$ cat config.mk
export PLATFORM = sky130hd
export DESIGN_NAME = regfile_sb_flat
export DESIGN_NICKNAME = d
export VERILOG_FILES = /design/src/rtl/regfile_sb_if.sv /design/src/rtl/regfile_sb.sv /design/src/flat_wrapper.sv
export SDC_FILE = /design/constraint.sdc
export NUM_CORES = 1
export LEC_CHECK = 0
export BUFFER_PORTS_ARGS = -buffer_cell sky130_fd_sc_hd__clkbuf_2
export CORE_MARGIN = 2
export CORE_UTILIZATION = 30
export DETAILED_ROUTE_END_ITERATION = 10
export HOLD_SLACK_MARGIN = 0.02
export PLACE_DENSITY = 0.44
export SYNTH_ARGS = -nofsm -noshare
export SYNTH_HDL_FRONTEND = slang
export SYNTH_SLANG_ARGS = --single-unit
$ cat constraint.sdc
create_clock -name clk -period 7.2 [get_ports clk]
set_clock_uncertainty 0.15 [all_clocks]
set_input_delay 0.72 -clock clk [delete_from_list [all_inputs] [get_ports clk]]
set_output_delay 0.72 -clock clk [all_outputs]
set_load 0.005 [all_outputs]
$ cat src/rtl/regfile_sb_if.sv
// Register file bus: decode-side reads and issue, writeback-side writes,
// scoreboard status back to decode.
//   master : pipeline side (drives indices, write data, issue)
//   slave  : register file (drives read data and pending status)
interface regfile_sb_if #(
    parameter int unsigned DATA_W = 16,
    parameter int unsigned ADDR_W = 4
);
    logic [ADDR_W-1:0] src_reg1;
    logic [ADDR_W-1:0] src_reg2;
    logic [DATA_W-1:0] src_data1;
    logic [DATA_W-1:0] src_data2;
    logic [ADDR_W-1:0] dst_reg;
    logic              write_reg;
    logic [DATA_W-1:0] dst_data;
    logic              issue_valid;
    logic [ADDR_W-1:0] issue_reg;
    logic              pending1;
    logic              pending2;
    logic [ADDR_W:0]   pending_cnt;

    modport master (
        output src_reg1, src_reg2, dst_reg, write_reg, dst_data,
               issue_valid, issue_reg,
        input  src_data1, src_data2, pending1, pending2, pending_cnt
    );

    modport slave (
        input  src_reg1, src_reg2, dst_reg, write_reg, dst_data,
               issue_valid, issue_reg,
        output src_data1, src_data2, pending1, pending2, pending_cnt
    );
endinterface

$ cat src/rtl/regfile_sb.sv
// Parametrised register file with two combinational read ports, one write
// port and an integrated per-register RAW scoreboard.
//   clk  : clock, all state updates on rising edge
//   rst  : synchronous active-high reset (clears registers and scoreboard)
//   bus  : regfile_sb_if.slave
//            src_reg1/2 -> src_data1/2, pending1/2 (combinational)
//            dst_reg/write_reg/dst_data : writeback port
//            issue_valid/issue_reg      : marks a destination in flight
//            pending_cnt                : registered count of pending regs
module regfile_sb #(
    parameter int unsigned DATA_W   = 16,
    parameter int unsigned ADDR_W   = 4,
    parameter bit          BYPASS   = 1'b1,
    parameter bit          ZERO_REG = 1'b1
) (
    input  logic         clk,
    input  logic         rst,
    regfile_sb_if.slave  bus
);
    localparam int unsigned NREGS = 1 << ADDR_W;
    localparam int unsigned CNT_W = ADDR_W + 1;

    logic [DATA_W-1:0] r_mem [NREGS];
    logic [NREGS-1:0]  r_pending;
    logic [CNT_W-1:0]  r_pending_cnt;

    logic [NREGS-1:0]  w_pending_nxt;
    logic [CNT_W-1:0]  w_cnt_nxt;
    logic              w_wr_en;
    logic              w_hit1;
    logic              w_hit2;

    // Writes to the hardwired zero register are dropped
    assign w_wr_en = bus.write_reg &&
                     !(ZERO_REG && (bus.dst_reg == ADDR_W'(0)));

    // Scoreboard next state and its popcount; a new issue wins over a
    // retiring write to the same register
    always_comb begin
        w_pending_nxt = '0;
        w_cnt_nxt     = '0;
        for (int i = 0; i < NREGS; i++) begin
            w_pending_nxt[i] =
                (bus.issue_valid && (bus.issue_reg == ADDR_W'(i))) ||
                (r_pending[i] && !(bus.write_reg && (bus.dst_reg == ADDR_W'(i))));
        end
        if (ZERO_REG) begin
            w_pending_nxt[0] = 1'b0;
        end
        for (int i = 0; i < NREGS; i++) begin
            w_cnt_nxt = w_cnt_nxt + CNT_W'(w_pending_nxt[i]);
        end
    end

    // Register array
    always_ff @(posedge clk) begin
        if (rst) begin
            for (int i = 0; i < NREGS; i++) begin
                r_mem[i] <= '0;
            end
        end else if (w_wr_en) begin
            r_mem[bus.dst_reg] <= bus.dst_data;
        end
    end

    // Scoreboard state and count
    always_ff @(posedge clk) begin
        if (rst) begin
            r_pending     <= '0;
            r_pending_cnt <= '0;
        end else begin
            r_pending     <= w_pending_nxt;
            r_pending_cnt <= w_cnt_nxt;
        end
    end

    // Same-cycle writeback match per read port
    assign w_hit1 = bus.write_reg && (bus.dst_reg == bus.src_reg1);
    assign w_hit2 = bus.write_reg && (bus.dst_reg == bus.src_reg2);

    function automatic logic [DATA_W-1:0] read_port(
        input logic [ADDR_W-1:0] addr,
        input logic              hit
    );
        if (ZERO_REG && (addr == ADDR_W'(0))) begin
            return '0;
        end else if (BYPASS && hit) begin
            return bus.dst_data;
        end else begin
            return r_mem[addr];
        end
    endfunction

    assign bus.src_data1   = read_port(bus.src_reg1, w_hit1);
    assign bus.src_data2   = read_port(bus.src_reg2, w_hit2);

    // With bypass, a same-cycle writeback resolves the hazard
    assign bus.pending1    = r_pending[bus.src_reg1] && !(BYPASS && w_hit1);
    assign bus.pending2    = r_pending[bus.src_reg2] && !(BYPASS && w_hit2);
    assign bus.pending_cnt = r_pending_cnt;
endmodule

$ cat src/flat_wrapper.sv
// flat-port wrapper written by rule: the top's interface ports become plain ports
module regfile_sb_flat 
#(
    parameter int unsigned DATA_W   = 16,
    parameter int unsigned ADDR_W   = 4,
    parameter bit          BYPASS   = 1'b1,
    parameter bit          ZERO_REG = 1'b1
)
  (clk, rst, bus_src_reg1, bus_src_reg2, bus_dst_reg, bus_write_reg, bus_dst_data, bus_issue_valid, bus_issue_reg, bus_src_data1, bus_src_data2, bus_pending1, bus_pending2, bus_pending_cnt);
  regfile_sb_if #(.DATA_W(DATA_W), .ADDR_W(ADDR_W)) bus_i ();
  input  logic clk;
  input  logic rst;
  input wire logic [$bits(bus_i.src_reg1)-1:0] bus_src_reg1;
  input wire logic [$bits(bus_i.src_reg2)-1:0] bus_src_reg2;
  input wire logic [$bits(bus_i.dst_reg)-1:0] bus_dst_reg;
  input wire logic [$bits(bus_i.write_reg)-1:0] bus_write_reg;
  input wire logic [$bits(bus_i.dst_data)-1:0] bus_dst_data;
  input wire logic [$bits(bus_i.issue_valid)-1:0] bus_issue_valid;
  input wire logic [$bits(bus_i.issue_reg)-1:0] bus_issue_reg;
  output wire logic [$bits(bus_i.src_data1)-1:0] bus_src_data1;
  output wire logic [$bits(bus_i.src_data2)-1:0] bus_src_data2;
  output wire logic [$bits(bus_i.pending1)-1:0] bus_pending1;
  output wire logic [$bits(bus_i.pending2)-1:0] bus_pending2;
  output wire logic [$bits(bus_i.pending_cnt)-1:0] bus_pending_cnt;
  assign bus_i.src_reg1 = bus_src_reg1;
  assign bus_i.src_reg2 = bus_src_reg2;
  assign bus_i.dst_reg = bus_dst_reg;
  assign bus_i.write_reg = bus_write_reg;
  assign bus_i.dst_data = bus_dst_data;
  assign bus_i.issue_valid = bus_issue_valid;
  assign bus_i.issue_reg = bus_issue_reg;
  assign bus_src_data1 = bus_i.src_data1;
  assign bus_src_data2 = bus_i.src_data2;
  assign bus_pending1 = bus_i.pending1;
  assign bus_pending2 = bus_i.pending2;
  assign bus_pending_cnt = bus_i.pending_cnt;
  regfile_sb #(.DATA_W(DATA_W), .ADDR_W(ADDR_W), .BYPASS(BYPASS), .ZERO_REG(ZERO_REG)) u_core (.clk(clk), .rst(rst), .bus(bus_i));
endmodule
# Word-level counts from Yosys, hierarchy flattened
# Memories as Yosys holds them, arrays and structs flattened.
# Index checks and enable logic that the tools add are counted.
[word_totals] elab_cells=155 memories=1 ramBits=256 register_bits=21 output_inout_bits=39
[memory_table] memory="u_core.r_mem" words=16 word_bits=16 rd=2 rd_ports_with_merged_regs=0 wr=16 line="regfile_sb.sv:23" rtl="logic [DATA_W-1:0] r_mem [NREGS];"
[classes] n_reduce_logical=87 eq_ne=32 n_lt_le_gt_ge=2 n_addsub=14 muxes=16
[op_table] operator="$mux W16" count=5
[op_table] operator="$add A5 B1 Y5" count=13
[op_table] operator="$eq A4 B4 Y1 const B" count=16
[op_table] operator="$logic_and A1 B1 Y1" count=50
[op_table] operator="$eq A4 B3 Y1 const B" count=8
[op_table] operator="$logic_not A1 Y1" count=18
[op_table] operator="$eq A4 B2 Y1 const B" count=4
[op_table] operator="$reduce_or A16 Y1" count=1
[op_table] operator="$logic_or A1 B1 Y1" count=15
[op_table] operator="$logic_not A4 Y1" count=3
[op_table] operator="$lt A4 B5 Y1 const B" count=2
[op_table] operator="$bmux W1 S4" count=2
[op_table] operator="$eq A4 B1 Y1 const B" count=2
[op_table] operator="$eq A4 B4 Y1" count=2
[op_table] operator="$mux W1" count=8
[op_table] operator="$mux W4" count=1
[op_table] operator="$add A1 B1 Y2" count=1

# Depth between registers and ports, before layout
[logic_depth] ltp_word=19 mapped_depth=19 mapped_depth_nobuf=18

# Worst setup path after synthesis
# OpenSTA, ideal clock, no wires.
[synth_path] kind="input -> register" start="in bus_dst_reg[1]" end="reg u_core.r_pending_cnt[4] (netlist: u_core.bus.pending_cnt[4])" setup_slack_ns=2.414 arrival_time_ns=4.557 stages=19 path_buffers=1 required_ns=6.970 setup_time_ns=0.080 path_cell_list="buf_2 and3b_1 nand2_1 a22o_1 ha_1 inv_1 fa_1 inv_1 fa_1 fa_1 inv_1 fa_1 inv_1 ha_1 inv_1 fa_1 inv_1 a21oi_1 nor3b_1"
[synth_via] elab_chain_cells=19 word_cells_on_any_way=89 classes_between="add/sub (14); eq/ne (15); reduce/logical (60)"
[synth_lines] element="start: declaration" line="flat_wrapper.sv:15" rtl="input wire logic [$bits(bus_i.dst_reg)-1:0] bus_dst_reg;"
[synth_lines] element="$eq A4 B1 Y1" line="regfile_sb.sv:45" rtl="(r_pending[i] && !(bus.write_reg && (bus.dst_reg == ADDR_W'(i))));"
[synth_lines] element="$logic_and A1 B1 Y1" line="regfile_sb.sv:45"
[synth_lines] element="$logic_not A1 Y1" line="regfile_sb.sv:45"
[synth_lines] element="$logic_and A1 B1 Y1" line="regfile_sb.sv:45"
[synth_lines] element="$logic_or A1 B1 Y1" line="regfile_sb.sv:44" rtl="(bus.issue_valid && (bus.issue_reg == ADDR_W'(i))) ||"
[synth_lines] element="net u_core.w_pending_nxt[1]" line="regfile_sb.sv:27" rtl="logic [NREGS-1:0] w_pending_nxt;"
[synth_lines] element="$add A1 B1 Y2" line="regfile_sb.sv:51" rtl="w_cnt_nxt = w_cnt_nxt + CNT_W'(w_pending_nxt[i]);"
[synth_lines] element="$add A5 B1 Y5 (13 in a row)" line="regfile_sb.sv:51"
[synth_lines] element="end signal: assignment" line="regfile_sb.sv:73" rtl="r_pending_cnt <= w_cnt_nxt;"
[synth_lines] element="end: declaration" line="regfile_sb.sv:25" rtl="logic [CNT_W-1:0] r_pending_cnt;"
# The timed path passes the listed nets, and every way through them passes these cells.
# A chain may end at the register's enable or synchronous reset.

# Worst setup path after layout
[layout_path] start="in bus_src_reg2[2]" end="out bus_src_data2[15]"
[layout_via] elab_chain_cells=4 word_cells_on_any_way=6 classes_between="eq/ne (1); mux (2); reduce/logical (2); memory (1)"
[layout_lines] element="start: declaration" line="flat_wrapper.sv:14" rtl="input wire logic [$bits(bus_i.src_reg2)-1:0] bus_src_reg2;"
[layout_lines] element="parallel branches: the longest is 3 deep, another holds $mem_v2 Z16 W16"
[layout_lines] element="$mux W16 (*)" line="regfile_sb.sv:85" rtl="if (ZERO_REG && (addr == ADDR_W'(0))) begin"
[layout_lines] element="end: declaration" line="flat_wrapper.sv:21" rtl="output wire logic [$bits(bus_i.src_data2)-1:0] bus_src_data2;"
# Every way passes the cells marked *.

==> out/qor.yml <==
cts-root-buf: "clkbuf_16"
drt-vias-per-instance: 5.25
cts_htree_levels: 2
power_mw: 4.15
critPathMostFrequentCell: "clkbuf_2"
ios: 75
gp_congestion: 0.885
rsz0062_at_grt: "false"
fp-row-count: 84
stdcell_area_mm2: 0.0178
synth_async_sr_flop_share: 0
cts_sinks: 276
p_per_area_mw_per_mm2: 233
fin_ws_ns: 2.40
ys_ff_latch: 276
clk_pin_slew_ns: 0.06
slowest_stage: "or3_1"
dp_cells: 1933
cp_cell_sequence: "clkbuf_2 > buf_4 > or3_1 > or2_1 > o31ai_1 > a21oi_1 > clkbuf_2"
grt_pass1_wl_mm: 76.9
dr.pass1.iters: 5
cts_tree: "done"
worstSetupStartpointType: "input pin"
clk_latency_ns: 0.52
hold_end: "u_core.r_pending[14]"
fmax_mhz: 208
hold_viol: 0
drc: 0
min_path_type: "reg2reg"
layout_common_cells: "edfxtp_1 (256), and2_1 (240), mux2i_1 (138)"
final_util: 0.340
fin_crit_sh: 0.666
arrival_ns: 3.93
hpwl_mm: 35.7
portBuffers: 74
status: "finished clean"
syn2layout_area_growth_pct: 12.6
cts_inserted_buffers: 35
leakagePower_nw: 6.61
r2r-end: "u_core.bus.pending_cnt[4]"
wl_per_cell_um: 26.9
track_usage: 0.198
tightest_slew_ns: 1.16
grt_max_degree: 56
worstPathMaxFanout: 17
grt_pass1_vias: 10700
cts_resized: 0
syn_area_mm2: 0.0158
finalSetupViolCount: 0
start_util: 0.302
grt_overflow: 0
hold_depth: 2
hp-start: "u_core.r_pending[14]"
cts_post_setup_buffers_inserted: 0
maxCapViolCount: 0
synth_cell_type_count: 53
path_class: "in2out"
dp_slack_ns: 2.08
maxSlewHeadroom: 0.221
reg2reg_from: "u_core.r_pending[1]"
drt_iter0_markers: 759
cpPeakStageDelay_ns: 0.88
end_kind: "output pin"
clk_path_buf_depth: 3
rr_worst_depth: 16
synth_area_per_cell_um2: 12.7
die_x_um: 234
timing.hold.ws_ns: 0.406
synthFlopType: "edfxtp_1"
holdBufCountCts: 0
timing.setup.tns_ns: 0
dpl_cell_area_mm2: 0.0167
final_cells: 1998
maxSlewViolCount: 0
synthCells: 1242
dieArea_mm2: 0.0545
drt_wl_total_mm: 53.7
drive_above_1_share: 0.184
layout_commonest_cell: "edfxtp_1"
core-area_mm2: 0.0523
synth_edf_count: 256
irDropWorstVdd_v: 0.000163
yosysWarnings: 0
synth.yosys.seq_area_share: 0.512
fillers: 5189
die_h_um: 234
drtAntennaViolNets: 0
via_count: 10500
final_nets: 1333
period_needed_ns: 4.80
antenna_found_initial: 1
ff2ff_setup_slack_ns: 3.10
worstPathRequired_ns: 6.33
==> flip-flops by register name, indices dropped and copies added (netlist names) <==
register,count
u_core.r_pending,15
u_core.bus.pending_cnt,5
u_core.r_mem,256
==> synth_stat cells (5+ instances only) <==
library cell,instances,share of area
mux4_2,68,0.097
and2_1,240,0.095
nor2_1,25,0.0059
nor4bb_1,22,0.014
buf_2,33,0.010
nand3_1,36,0.011
o22ai_1,66,0.026
edfxtp_1,256,0.49
dfxtp_1,20,0.025
a22o_1,7,0.0039
nand2_1,51,0.012
mux2i_1,138,0.087
clkbuf_1,46,0.011
a21oi_1,33,0.010
inv_1,18,0.0043
buf_6,13,0.0093
fa_1,9,0.011
nor2b_1,14,0.0055
ha_1,6,0.0047
or2_2,10,0.0040
nand2b_1,7,0.0028
o31ai_1,32,0.015
and4bb_1,5,0.0040
xnor2_1,8,0.0044
buf_4,13,0.0062
==> cells by family (layout without fill, tap and decap cells) <==
group / after synthesis / after routing / share of synthesized area
other: 1 / 19 / 0.000237
XOR/XNOR: 10 / 10 / 0.00554
flip-flops: 276 / 276 / 0.512
adder cells (fa/ha/maj): 15 / 15 / 0.0161
AO/OA/AOI/OAI: 157 / 157 / 0.0649
multiplexers: 206 / 206 / 0.184
buffers and inverters: 131 / 181 / 0.0433
AND/OR/NAND/NOR: 446 / 446 / 0.174
==> layer usage <==
metal,GRT usage,wire length (µm),up-vias
li1,-,-,4723
met1,0.259,23100,5326
met2,0.330,25700,366
met3,0.0366,3190,77
met4,0.0651,1670,2
met5,0,13,-
==> how the worst max path moves through the flow <==
stage | from | endpoint | slack [ns]
floorplan | bus_dst_reg[1] | u_core.bus.pending_cnt[4] | 2.41
global placement | bus_dst_reg[1] | u_core.bus.pending_cnt[4] | 2.08
detailed placement | bus_dst_reg[1] | u_core.bus.pending_cnt[4] | 2.08
CTS | bus_src_reg2[2] | bus_src_data2[15] | 2.57
global route | bus_dst_reg[1] | u_core.bus.pending_cnt[4] | 2.30
finish | bus_src_reg2[2] | bus_src_data2[15] | 2.40
==> cell type report <==
| class | count | area [µm²] | share of cell area |
|---|---|---|---|
| flip-flops and latches | 276 | 8090 | 0.454 |
| multi-input cells | 850 | 7120 | 0.400 |
| clock buffers | 44 | 952 | 0.0535 |
| well taps | 688 | 861 | 0.0484 |
| repair buffers | 101 | 578 | 0.0325 |
| clock inverters | 18 | 129 | 0.00724 |
| inverters | 18 | 67.6 | 0.00380 |
| diodes | 3 | 7.51 | 0.000422 |
==> critical path, delay by kind of cell <==
| family | cells | cell delay, ns |
|---|---|---|
| AND/OR/NAND/NOR | 2 | 1.59 |
| AO/OA/AOI/OAI | 2 | 0.66 |
| buffers and inverters | 3 | 0.93 |
==> report_power, final <==
group / leakage [nW] / internal, mW / switching [mW]
registers: 2.61 / 1.85 / 0.0449
clock network: 0.526 / 1.00 / 0.702
logic: 3.47 / 0.210 / 0.345
total: 6.61 / 3.06 / 1.09
Power figures use the tool's default switching activity.
